===== config.mk =====
export PLATFORM = sky130hd
export DESIGN_NAME = icache_fill_control
export DESIGN_NICKNAME = d
export VERILOG_FILES = /design/src/rtl/icache_fill_control.sv
export SDC_FILE = /design/constraint.sdc
export NUM_CORES = 1
export LEC_CHECK = 0
export CAP_MARGIN = 30
export CORE_UTILIZATION = 40
export CTS_CLUSTER_DIAMETER = 80
export DETAILED_ROUTE_END_ITERATION = 12
export PLACE_DENSITY = 0.7
export SLEW_MARGIN = 20
export SYNTH_ARGS = -nofsm -noshare
export SYNTH_HDL_FRONTEND = slang
export SYNTH_SLANG_ARGS = --single-unit

===== constraint.sdc =====
create_clock -name clk -period 2.4 [get_ports clk]
set_input_delay 0.48 -clock clk [delete_from_list [all_inputs] [get_ports clk]]
set_output_delay 0.48 -clock clk [all_outputs]
set_load 0.02 [all_outputs]

===== src/rtl/icache_fill_control.sv =====
// Instruction-cache fill controller: hit responses, round-robin line fills, set-by-set flush.
// Latency: hit responds in the request cycle; miss responds one cycle after the last of WORDS_PER_LINE beats.
// Backpressure: fetch holds its request until responded; memory beats may arrive with gaps, fill waits for them.
module icache_fill_control #(
    parameter int NUM_WAYS       = 4,
    parameter int NUM_SETS       = 8,
    parameter int WORDS_PER_LINE = 4
) (
    input  logic                              clk,
    input  logic                              rst,
    input  logic                              ifetch_icache_read,
    input  logic [$clog2(NUM_SETS)-1:0]       ifetch_set,
    input  logic                              icache_hit,
    output logic                              icache_ifetch_resp,
    output logic                              icache_iddr_read,
    input  logic                              iddr_icache_resp,
    output logic [NUM_WAYS-1:0]               icache_load,
    output logic [$clog2(WORDS_PER_LINE)-1:0] icache_word_sel,
    input  logic                              icache_flush,
    output logic                              icache_valid_clear,
    output logic [$clog2(NUM_SETS)-1:0]       icache_flush_set
);
    localparam int SW = $clog2(NUM_SETS);
    localparam int WW = $clog2(NUM_WAYS);
    localparam int BW = $clog2(WORDS_PER_LINE);
    localparam logic [BW-1:0] LAST_BEAT = BW'(WORDS_PER_LINE - 1);
    localparam logic [SW-1:0] LAST_SET  = SW'(NUM_SETS - 1);

    typedef enum logic [1:0] {IDLE, FILL, RESP, FLUSH} state_t;

    state_t         state;
    logic [BW-1:0]  beat_cnt;
    logic [SW-1:0]  fill_set;
    logic [WW-1:0]  fill_way;
    logic [SW-1:0]  flush_cnt;
    logic           flush_pend;
    logic [WW-1:0]  rr_ptr [NUM_SETS];

    always_ff @(posedge clk) begin
        if (rst) begin
            state      <= IDLE;
            beat_cnt   <= '0;
            fill_set   <= '0;
            fill_way   <= '0;
            flush_cnt  <= '0;
            flush_pend <= 1'b0;
            for (int s = 0; s < NUM_SETS; s++) begin
                rr_ptr[s] <= '0;
            end
        end else begin
            case (state)
                IDLE: begin
                    if (icache_flush) begin
                        flush_cnt <= '0;
                        state     <= FLUSH;
                    end else if (ifetch_icache_read && !icache_hit) begin
                        fill_set <= ifetch_set;
                        fill_way <= rr_ptr[ifetch_set];
                        beat_cnt <= '0;
                        state    <= FILL;
                    end
                end
                FILL: begin
                    if (icache_flush) begin
                        flush_pend <= 1'b1;
                    end
                    if (iddr_icache_resp) begin
                        beat_cnt <= beat_cnt + 1'b1;
                        if (beat_cnt == LAST_BEAT) begin
                            rr_ptr[fill_set] <= rr_ptr[fill_set] + 1'b1;
                            state            <= RESP;
                        end
                    end
                end
                RESP: begin
                    // A flush arriving in the response cycle is deferred the same way as one seen during fill.
                    if (flush_pend || icache_flush) begin
                        flush_cnt <= '0;
                        state     <= FLUSH;
                    end else begin
                        state <= IDLE;
                    end
                end
                FLUSH: begin
                    rr_ptr[flush_cnt] <= '0;
                    flush_cnt         <= flush_cnt + 1'b1;
                    if (flush_cnt == LAST_SET) begin
                        flush_pend <= 1'b0;
                        state      <= IDLE;
                    end
                end
                default: state <= IDLE;
            endcase
        end
    end

    // Outputs follow the current-cycle inputs, so they are decoded combinationally and forced low during reset.
    always_comb begin
        icache_ifetch_resp = 1'b0;
        icache_iddr_read   = 1'b0;
        icache_load        = '0;
        icache_word_sel    = '0;
        icache_valid_clear = 1'b0;
        icache_flush_set   = '0;
        if (!rst) begin
            case (state)
                IDLE: begin
                    if (!icache_flush && ifetch_icache_read) begin
                        icache_ifetch_resp = icache_hit;
                        icache_iddr_read   = !icache_hit;
                    end
                end
                FILL: begin
                    icache_iddr_read = 1'b1;
                    if (iddr_icache_resp) begin
                        icache_load     = {{(NUM_WAYS-1){1'b0}}, 1'b1} << fill_way;
                        icache_word_sel = beat_cnt;
                    end
                end
                RESP: begin
                    icache_ifetch_resp = ifetch_icache_read;
                end
                FLUSH: begin
                    icache_valid_clear = 1'b1;
                    icache_flush_set   = flush_cnt;
                end
                default: ;
            endcase
        end
    end
endmodule

== Word-level counts from Yosys, hierarchy flattened ==
Memories as Yosys holds them, arrays and structs flattened. A register that Yosys moved wholly into a read port is not among the register bits.
Index checks and enable logic that the tools add are counted.
Storage, ports and cells
  bits in registers: 11
  memory bits (writable): 16
  output and inout bits: 12
  word-level logic and storage cells: 90
  memories kept: 1
Memory list
  rr_ptr: depth 8, bits a word 2, rd ports 2, clocked after Yosys merged registers in 2, write ports 8, RTL line 37  | logic [WW-1:0] rr_ptr [NUM_SETS];
Cells by class
  $add $sub $neg: 3
  equality and inequality tests: 14
  shift-type cells: 1
  muxes and demuxes: 49
  bitwise operators: 1
  reduce and logical (&&, ||, !) cells: 16
Operators by type and width (number)
  two-way mux 2 bit: 14
  two-way mux 3 bit: 8
  two-way mux 1 bit: 18
  != test 2 bit, second input constant: 8
  two-way mux 4 bit: 3
  one-hot mux 3 bit (3 select lines): 1
  AND reduction 3 bit: 3
  one-hot mux 2 bit (4 select lines): 1
  AND reduction 4 bit: 2
  == test 2 bit, second input constant: 3
  one-hot mux 1 bit (2 select lines): 3
  adder 2 x 1 -> 2 bit, second input constant: 2
  one-hot mux 2 bit (2 select lines): 1
  nonzero test 2 bit: 2
  OR reduction 2 bit: 2
  << shifter 1 x 2 -> 4 bit, first input constant: 1
  adder 3 x 1 -> 3 bit, second input constant: 1
  == test 3 bit, second input constant: 1
  != test 3 bit, second input constant: 1
  nonzero test 3 bit: 1
  == test 2 x 1 -> 1 bit, second input constant: 1
  logical AND 1 bit: 2
  logical NOT 1 bit: 2
  logical NOT 2 bit: 1
  2 further kinds: 2

== Logic depth before layout (Yosys ltp) ==
Gate-level depths: netlist of run 1.
  depth in word-level cells: 9
  depth in mapped cells: 7
  mapped depth without buffers: 6

== Worst setup path after synthesis of run 1 ==
No wires, ideal clock.
  path type: reg-to-output
  start: register state[0]
  end: output icache_flush_set[0]
  data arrival time: 1.521 ns
  data required time: 1.920 ns
  slack: 0.399 ns
  cell stages (with the launch flop): 6
  buffers on the path: 2
  cells stage by stage: dfxtp_1 ha_1 nor2b_1 clkbuf_1 buf_2 and2_1
On the way
  longest elaborated chain between the ends: 3
RTL lines
  start: declaration: RTL line 31  | state_t state;
  start signal: assignment: RTL line 41  | state <= IDLE;
  start signal: assignment: RTL line 55  | state <= FLUSH;
  start signal: assignment: RTL line 60  | state <= FILL;
  == test 2 bit: RTL line 106  | case (state)
  two-way mux 3 bit: RTL line 106
  two-way mux 3 bit: RTL line 105  | if (!rst) begin
  end: declaration: RTL line 21  | output logic [$clog2(NUM_SETS)-1:0] icache_flush_set
No other way between the ends.

== Worst setup path in the final report of run 1 ==
  start: input rst
  end: output icache_valid_clear
On the way
  longest elaborated chain between the ends: 1
RTL lines
  start: declaration: RTL line 10  | input logic rst,
  two-way mux 1 bit: RTL line 105
  end: declaration: RTL line 20  | output logic icache_valid_clear,
No other way between the ends.

==> results of run 1 <==
## cell type report
type                       instances  area (um2)
inverter                           5       18.77
clock buffer                       5       68.82
sequential                        32       800.8
timing repair buffer              39       342.8
multi-input combinational        148        1140
fill                             454        2278
tap                               67       83.83
clock inverter                     3       21.27
## critical path, stage by stage
cell	delay [ns]
clkdlybuf4s50_1	0.48
nor2b_4	0.17
buf_4	0.13
clkdlybuf4s50_1	0.59
## sequential cells by signal (all words and copies together), names as in the netlist, named ones only
signal and cells:
rr_ptr 16, state 2, flush_cnt 3, beat_cnt 2
flush_pend 1, fill_way 2, fill_set 3
## metal layers
metal,vias up,wire [um]
met5,-,0
met4,0,53
met3,6,162
met2,28,2163
met1,765,2048
li1,789,-
## what timing repair did
| action | 4_1_cts | 5_1_grt |
|---|---|---|
| resized for setup | 9 | 8 |
| setup endpoints to repair | 12 | 9 |
| hold buffers | 0 | 0 |
## logic make-up after synthesis
family          Yosys count
simple gates             88
compound gates           37
flops                    32
mux                      16
buf+inv                  15
fa+ha+maj                 7
## final timing paths
| path | slack [ns] | end | from | depth (start not counted) |
|---|---|---|---|---|
| max | 0.08 | icache_valid_clear | rst | 4 |
| max reg2reg | 0.49 | rr_ptr[3][1]$_SDFFCE_PN0P_ | flop | 4 |
| min reg2reg | 0.50 | beat_cnt[1]$_SDFFE_PP0P_ | beat_cnt[1]$_SDFFE_PP0P_ | 2 |
| min | 0.50 | beat_cnt[1]$_SDFFE_PP0P_ | beat_cnt[1]$_SDFFE_PP0P_ | 2 |
## through the flow
| stage | area, um2 | total power (W) | hold slack, ns | setup TNS (ns) | instances |
|---|---|---|---|---|---|
| finish | 2476 | 0.001702 | 0.4996 | 0 | 299 |
| floorplan | 1999 | 0.001077 | 0.4498 | 0 | 195 |
| global placement | 2374 | 0.001270 | 0.4829 | -1.148 | 291 |
| global route | 2476 | 0.001804 | 0.5457 | -0.01998 | 299 |
| CTS | 2456 | 0.001691 | 0.5017 | 0 | 299 |
| detailed placement | 2374 | 0.001284 | 0.4909 | -1.248 | 291 |
## layout by cell type (no fill, tap or decap), drive strengths merged, types with 6 or more instances in the layout
master         instances
nand2                 22
buf                   19
nor2                  18
dfxtp                 16
edfxtp                16
nand2b                14
a21oi                 14
clkdlybuf4s50          9
nor4                   9
o21ai                  8
mux2i                  8
ha                     7
inv                    7
dlygate4sd2            6
nor2b                  6
mux4                   6
## power by group through the flow
stage	combinational, W	sequential [W]	clock (W)
floorplan	0.000414	0.000663	0
global placement	0.000590	0.000680	0
detailed placement	0.000602	0.000681	0
CTS	0.000597	0.000670	0.000425
global route	0.000672	0.000677	0.000455
finish	0.000605	0.000670	0.000426
==> qor.yml, run 1 <==
antenna_found_initial: 0
die_h_um: 72.70
drive_gt1_share_pct: 20.69
die-area_mm2: 0.005285
top_usage_layer: "met2"
synth_top_family_by_area: "simple AND/OR/NAND/NOR gates"
grt_overflow_total: 0
first_pass_iters: 4
die_width_um: 72.70
arrival_ns: 1.84
cp-end-kind: "primary output"
p_sw_w: 0.0006080
ios: 21
vias: 1588
syn2layout_area_growth_pct: 23.84
coreArea_mm2: 0.004755
p_comb_share_pct: 35.6
grt_pass1_wl_um: 7445
setup_viol: 0
synth_simple_gate_area_share_pct: 26.66
worstMarginPinSlew_ns: 0.7044
critPathKind: "in -> out"
synth_mux_area_share_pct: 12.89
slew_violations: 0
post-route-util_pct: 52.08
synth_compound_area_share_pct: 12.45
setup_ws_ns: 0.08256
yosys-top-cells-area: "edfxtp_1, dfxtp_1, nor4_2, mux4_2, ha_1"
async_flop_share_pct: 0
grt_usage_pct: 18.53
yosysWarnings: 0
status: "finished clean"
p_per_area_mw_per_mm2: 687.2
place.gp.congestion: 0.7809
p_sw_share_pct: 35.73
finalCriticalPeriod_ns: 2.317
ys_ff_latch: 32
grt_use_met1_pct: 23.32
ys_seq_area_share_pct: 40.05
grt_use_met2_pct: 31.57
synth_enable_flop_cells: 16
routed_wl_um: 4426
post_synth_fa_ha_maj_area_fraction_pct: 4.380
skew_ns: 0.008114
synth_top_flop_cell: "edfxtp_1"
insertion_delay_ns: 0.29
internal_power_w: 0.001094
fmax_ghz: 0.4315
power_frac_seq_pct: 39.4
rows: 25
ir_drop_mv: 0.3959
cap_violations: 0
dp_slack_ns: -0.1802
grt_max_degree: 21
grt_pass1_vias: 1554
synthCells: 195
yosysUniqueCellTypes: 46
drt_iter0_markers: 60
cts-root-buf: "clkbuf_8"
synth_common_cells: "nand2_1, nor2_1, dfxtp_1, edfxtp_1"
hp-class: "reg -> reg"
dpl.hpwl_um: 3350
hold_violations: 0
cts_tree: "built"
cp_data_required_time_ns: 1.92
post_synth.cell_area_avg_um2: 10.25
numCtsBuffers: 5
cp_max_fo: 4
leakagePower_nw: 0.9667
syn_nets: 211
cts-htree-levels: 2
post_drt_wl_per_cell_um: 14.80
cts.sinks: 32
start_util_pct: 42.05
synth_top_area_share_pct: 24.03
drc: 0
post-synth-top-count-cell: "nand2_1"
yosys.area.top_type: "edfxtp_1"
critPathLaunchType: "input pin"
fin_nets: 247
cts_buffer_depth: 2
post_cts_buffers: 0
path_clk_slew_ns: 0.08
synth_xor_area_share_pct: 0
fin_crit_sh_pct: 96.56
vias_per_cell: 5.311
ant_nets: 0
grt_use_met3_pct: 4.558
slew_headroom_pct: 52.94
synth.cell_area_mm2: 0.001999
clkPwrFrac_pct: 25.0
num_antenna_cells: 0
portBuffers: 20
Power figures use the tool's default switching activity.
==> inputs of run 2 (changes only) <==
--- a/config.mk
+++ b/config.mk
@@ -9,6 +9,7 @@
 export CORE_UTILIZATION = 40
 export CTS_CLUSTER_DIAMETER = 80
 export DETAILED_ROUTE_END_ITERATION = 12
+export MAX_ROUTING_LAYER = met4
 export PLACE_DENSITY = 0.7
 export SLEW_MARGIN = 20
 export SYNTH_ARGS = -nofsm -noshare
==> run 2 against run 1 <==
  * Clock skew increased by 0.0012 ns
  * Critical path type unchanged
  * Sequential share of layout area unchanged
  * Utilization unchanged
  * Combinational power about the same
  * Sequential cell count unchanged
  * Cell area unchanged
  * Worst hold slack about the same
  * Count of clock-buffer cells in the layout unchanged
  * Largest cell class unchanged
  * Non-clock buffer count unchanged
  * Maximum frequency about the same
  * Cell count unchanged
==> qor.yml, run 2 (same netlist as run 1, synthesis figures left out) <==
die-area_mm2: 0.005285
ios: 21
critPathLaunchType: "input pin"
antenna_found_initial: 0
dpl.hpwl_um: 3350
die_width_um: 72.70
fin_nets: 247
hold_violations: 0
grt_overflow_total: 0
skew_ns: 0.009312
fmax_ghz: 0.4315
setup_viol: 0
cts_buffer_depth: 2
syn2layout_area_growth_pct: 23.84
final_cell_mix: "nand2_1, buf_4, nor2_1"
post-route-util_pct: 52.08
critPathSlowestCell: "clkdlybuf4s50_1"
portBuffers: 20
place.gp.congestion: 0.7916
slew_headroom_pct: 54.01
ir_drop_mv: 0.3960
vias_per_cell: 5.311
hp-class: "reg -> reg"
ant_nets: 0
fin_crit_sh_pct: 96.55
num_antenna_cells: 0
worst-path-buf-inv: 3
cp_common_cell: "clkdlybuf4s50_1"
routed_wl_um: 4441
slew_violations: 0
grt_usage_pct: 19.12
post_cts_buffers: 0
layout_commonest_cell: "nand2_1"
worstMarginPinSlew_ns: 0.6884
rows: 25
post_drt_wl_per_cell_um: 14.85
drt_iter0_markers: 82
arrival_ns: 1.84
crit_family: "buffers and inverters"
insertion_delay_ns: 0.29
path_clk_slew_ns: 0.08
cap_violations: 0
grt_pass1_wl_um: 7445
cp_data_required_time_ns: 1.92
critPathKind: "in -> out"
start_util_pct: 42.05
reg_top3: "rr_ptr: 16 flops, fill_set: 3 flops, flush_cnt: 3 flops"
cp_max_fo: 4
die_h_um: 72.70
vias: 1588
grt_pass1_vias: 1549
largest_reg_flops: 16
cts.sinks: 32
top_register: "rr_ptr"
slowest_delay_ns: 0.59
coreArea_mm2: 0.004755
cp-end-kind: "primary output"
status: "finished clean"
grt_max_degree: 21
crit_chain: "clkdlybuf4s50_1, nor2b_4, buf_4, clkdlybuf4s50_1"
leakagePower_nw: 0.9667
finalCriticalPeriod_ns: 2.317
drc: 0
cts-root-buf: "clkbuf_8"
fin_hold_ws_ns: 0.4998
cts-htree-levels: 2
cts_tree: "built"
numCtsBuffers: 5
p_per_area_mw_per_mm2: 688.1
first_pass_iters: 4
drive_gt1_share_pct: 20.69
run 2: cell counts in the layout (fill, tap and decap cells not counted):
No cell type changed its count.
run 2: power breakdown:
group          internal (W)  switching (W)
sequential         0.000620      0.0000509
combinational      0.000267       0.000338
clock              0.000207       0.000221
run 2: stage by stage:
step	TNS [ns]	instance area, um2	std cells	setup slack (ns)	power, W
4_1_cts	0	2456	299	0.002397	0.001691
2_1_floorplan	0	1999	195	0.3992	0.001077
3_3_place_gp	-1.148	2374	291	-0.1474	0.001270
5_1_grt	-0.01998	2476	299	-0.01863	0.001806
6_report	0	2476	299	0.08271	0.001704
3_5_place_dp	-1.248	2374	291	-0.1802	0.001284
run 2: repair_timing:
item                                    4_1_cts  5_1_grt
hold buffers                                  0        0
gates resized for setup                       9        8
endpoints found under the setup margin       12        9
run 2: tightest hold or removal path, delay by kind of cell (launching register included):
kind	cells	cell delay [ns]
flops	1	0.33
compound gates	2	0.13
run 2: worst paths after layout:
kind / depth (start not counted) / to / slack, ns / start
min: 2 / beat_cnt[1]$_SDFFE_PP0P_ / 0.50 / beat_cnt[1]$_SDFFE_PP0P_
max reg2reg: 4 / rr_ptr[3][1]$_SDFFCE_PN0P_ / 0.49 / flop
min reg2reg: 2 / beat_cnt[1]$_SDFFE_PP0P_ / 0.50 / beat_cnt[1]$_SDFFE_PP0P_
max: 4 / icache_valid_clear / 0.08 / rst
run 2: layout make-up:
type                    instances  area [um2]
well taps                      67       83.83
inverters                       5       18.77
multi-input cells             148        1140
repair buffers                 39       342.8
fillers                       454        2278
flip-flops and latches         32       800.8
clock inverters                 3       21.27
clock buffers                   5       68.82
run 2: layer usage:
metal | GRT usage, % | vias up | share of wire, %
met5 | - | - | 0
li1 | - | 789 | -
met2 | 31.46 | 35 | 48
met4 | 5.229 | 0 | 1.2
met3 | 4.558 | 6 | 4.0
met1 | 23.50 | 758 | 46
==> inputs of run 3 (changes only) <==
--- a/config.mk
+++ b/config.mk
@@ -6,11 +6,11 @@
 export NUM_CORES = 1
 export LEC_CHECK = 0
 export CAP_MARGIN = 30
-export CORE_UTILIZATION = 40
+export CORE_UTILIZATION = 56
 export CTS_CLUSTER_DIAMETER = 80
 export DETAILED_ROUTE_END_ITERATION = 12
 export MAX_ROUTING_LAYER = met4
-export PLACE_DENSITY = 0.7
+export PLACE_DENSITY = 0.89
 export SLEW_MARGIN = 20
 export SYNTH_ARGS = -nofsm -noshare
 export SYNTH_HDL_FRONTEND = slang
==> run 3 against run 2 <==
  * Utilization up 19 points
  * Cell count down 7.7%
  * Wire length down 4.8%
  * Sequential share of layout area up 0.89 points
  * Sequential cell count unchanged
  * Critical path depth up 1
  * Maximum frequency up 2.1%
  * Global-route usage up 6.9 points
  * Critical path type unchanged
  * Critical endpoint is now icache_load[3]
  * Largest cell class unchanged
==> qor.yml, run 3 (same netlist as run 1, synthesis figures left out) <==
setup_viol: 0
crit_start: "rst"
critPathSlowestCell: "clkdlybuf4s50_1"
fin_nets: 245
drive_gt1_share_pct: 20.43
fin_hold_ws_ns: 0.5081
top_register: "rr_ptr"
internal_power_w: 0.001055
drc: 0
skew_ns: 0.01598
design_area_mm2: 0.002414
rows: 21
routed_wl_um: 4226
die-area_mm2: 0.003813
cts_tree: "built"
cts.sinks: 32
fin_crit_sh_pct: 94.56
rsz0062_at_grt: "no"
p_comb_share_pct: 36.1
numCtsBuffers: 5
p_sw_w: 0.0005749
status: "finished clean"
cts-root-buf: "clkbuf_4"
coreArea_mm2: 0.003390
fmax_ghz: 0.4406
ios: 21
die_width_um: 61.75
arrival_ns: 1.79
place.gp.congestion: 0.8543
final_cell_mix: "nand2_1, nor2_1, buf_4"
crit_family: "buffers and inverters"
largest_reg_flops: 16
leakagePower_nw: 0.9747
layout_commonest_cell: "nand2_1"
p_sw_share_pct: 35.28
grt_overflow_total: 0
portBuffers: 20
hp-class: "reg -> reg"
worst-path-buf-inv: 3
cap_violations: 0
finalCriticalPeriod_ns: 2.270
grt_usage_pct: 26.00
worstMarginPinSlew_ns: 0.6582
cts-htree-levels: 2
ir_drop_mv: 0.5131
grt_pass1_vias: 1460
slew_violations: 0
timing.rr.start: "state[1]$_SDFFE_PP0P_"
dpl.hpwl_um: 3233
syn2layout_area_growth_pct: 20.71
insertion_delay_ns: 0.34
power_frac_seq_pct: 41.1
p_per_area_mw_per_mm2: 675.1
vias_per_cell: 5.793
reg_top3: "rr_ptr: 16 flops, fill_set: 3 flops, flush_cnt: 3 flops"
path_clk_slew_ns: 0.11
cp-end-kind: "primary output"
critPathKind: "in -> out"
critPathLaunchType: "input pin"
start_util_pct: 58.99
post_drt_wl_per_cell_um: 15.31
antenna_found_initial: 0
clkPwrFrac_pct: 22.8
grt_pass1_wl_um: 6699
cp_data_required_time_ns: 1.92
hold_start: "beat_cnt[0]$_SDFFE_PP0P_"
die_h_um: 61.75
crit_chain: "clkdlybuf4s50_1, buf_4, nor2_2, and3_1, dlygate4sd2_1"
ant_nets: 0
grt_max_degree: 23
slew_headroom_pct: 56.03
cts_buffer_depth: 2
slowest_delay_ns: 0.46
vias: 1599
cp_max_fo: 7
first_pass_iters: 4
dpl_cell_area_mm2: 0.002332
drt_iter0_markers: 81
hold_violations: 0
num_antenna_cells: 0
run 3: timing repair:
item,CTS,global route
setup endpoints to repair,12,5
gates resized for setup,10,9
hold buffers,0,0
buffers inserted,0,0
gates cloned,0,0
run 3: final cells by class:
class / count / area (um2)
multi-input combinational: 148 / 1137
tap: 46 / 57.56
sequential: 32 / 802.0
clock buffer: 6 / 62.56
fill: 264 / 975.9
inverter: 5 / 18.77
timing repair buffer: 37 / 324.1
clock inverter: 2 / 11.26
run 3: per-layer routing:
layer | share of wire (%) | global-route usage [%]
met1 | 47 | 33.11
met2 | 47 | 40.86
met3 | 4.7 | 6.211
met4 | 1.3 | 8.571
met5 | 0 | -
run 3: final timing paths:
| check | end | slack [ns] | cells after the start |
|---|---|---|---|
| setup / recovery | icache_load[3] | 0.13 | 5 |
| hold / removal | beat_cnt[0]$_SDFFE_PP0P_ | 0.51 | 2 |
| setup reg to reg | state[0]$_SDFFE_PP0P_ | 0.42 | 7 |
| hold reg to reg | beat_cnt[0]$_SDFFE_PP0P_ | 0.51 | 2 |
run 3: power groups by stage:
stage | logic [W] | clock network, W | registers (W)
floorplan | 0.000414 | 0 | 0.000663
global placement | 0.000573 | 0 | 0.000678
detailed placement | 0.000585 | 0 | 0.000682
CTS | 0.000583 | 0.000377 | 0.000668
global route | 0.000647 | 0.000399 | 0.000678
finish | 0.000588 | 0.000371 | 0.000670
run 3: tightest hold or removal path: stages (launching register included):
cell and delay [ns]:
dfxtp_1 0.36, nand2_1 0.07, a21oi_1 0.05
run 3: stage by stage:
stage                     std cells  setup WS [ns]  utilization [%]  setup TNS [ns]  total power (W)
after floorplan                 195         0.3992                -               0         0.001077
after global placement          268        -0.1127            68.81         -0.7970         0.001251
after global routing            276        0.03600            71.21               0         0.001724
after CTS                       276       0.006223            70.84               0         0.001629
final                           276         0.1305            71.21               0         0.001629
after detailed placement        268        -0.1513            68.81         -0.8752         0.001266
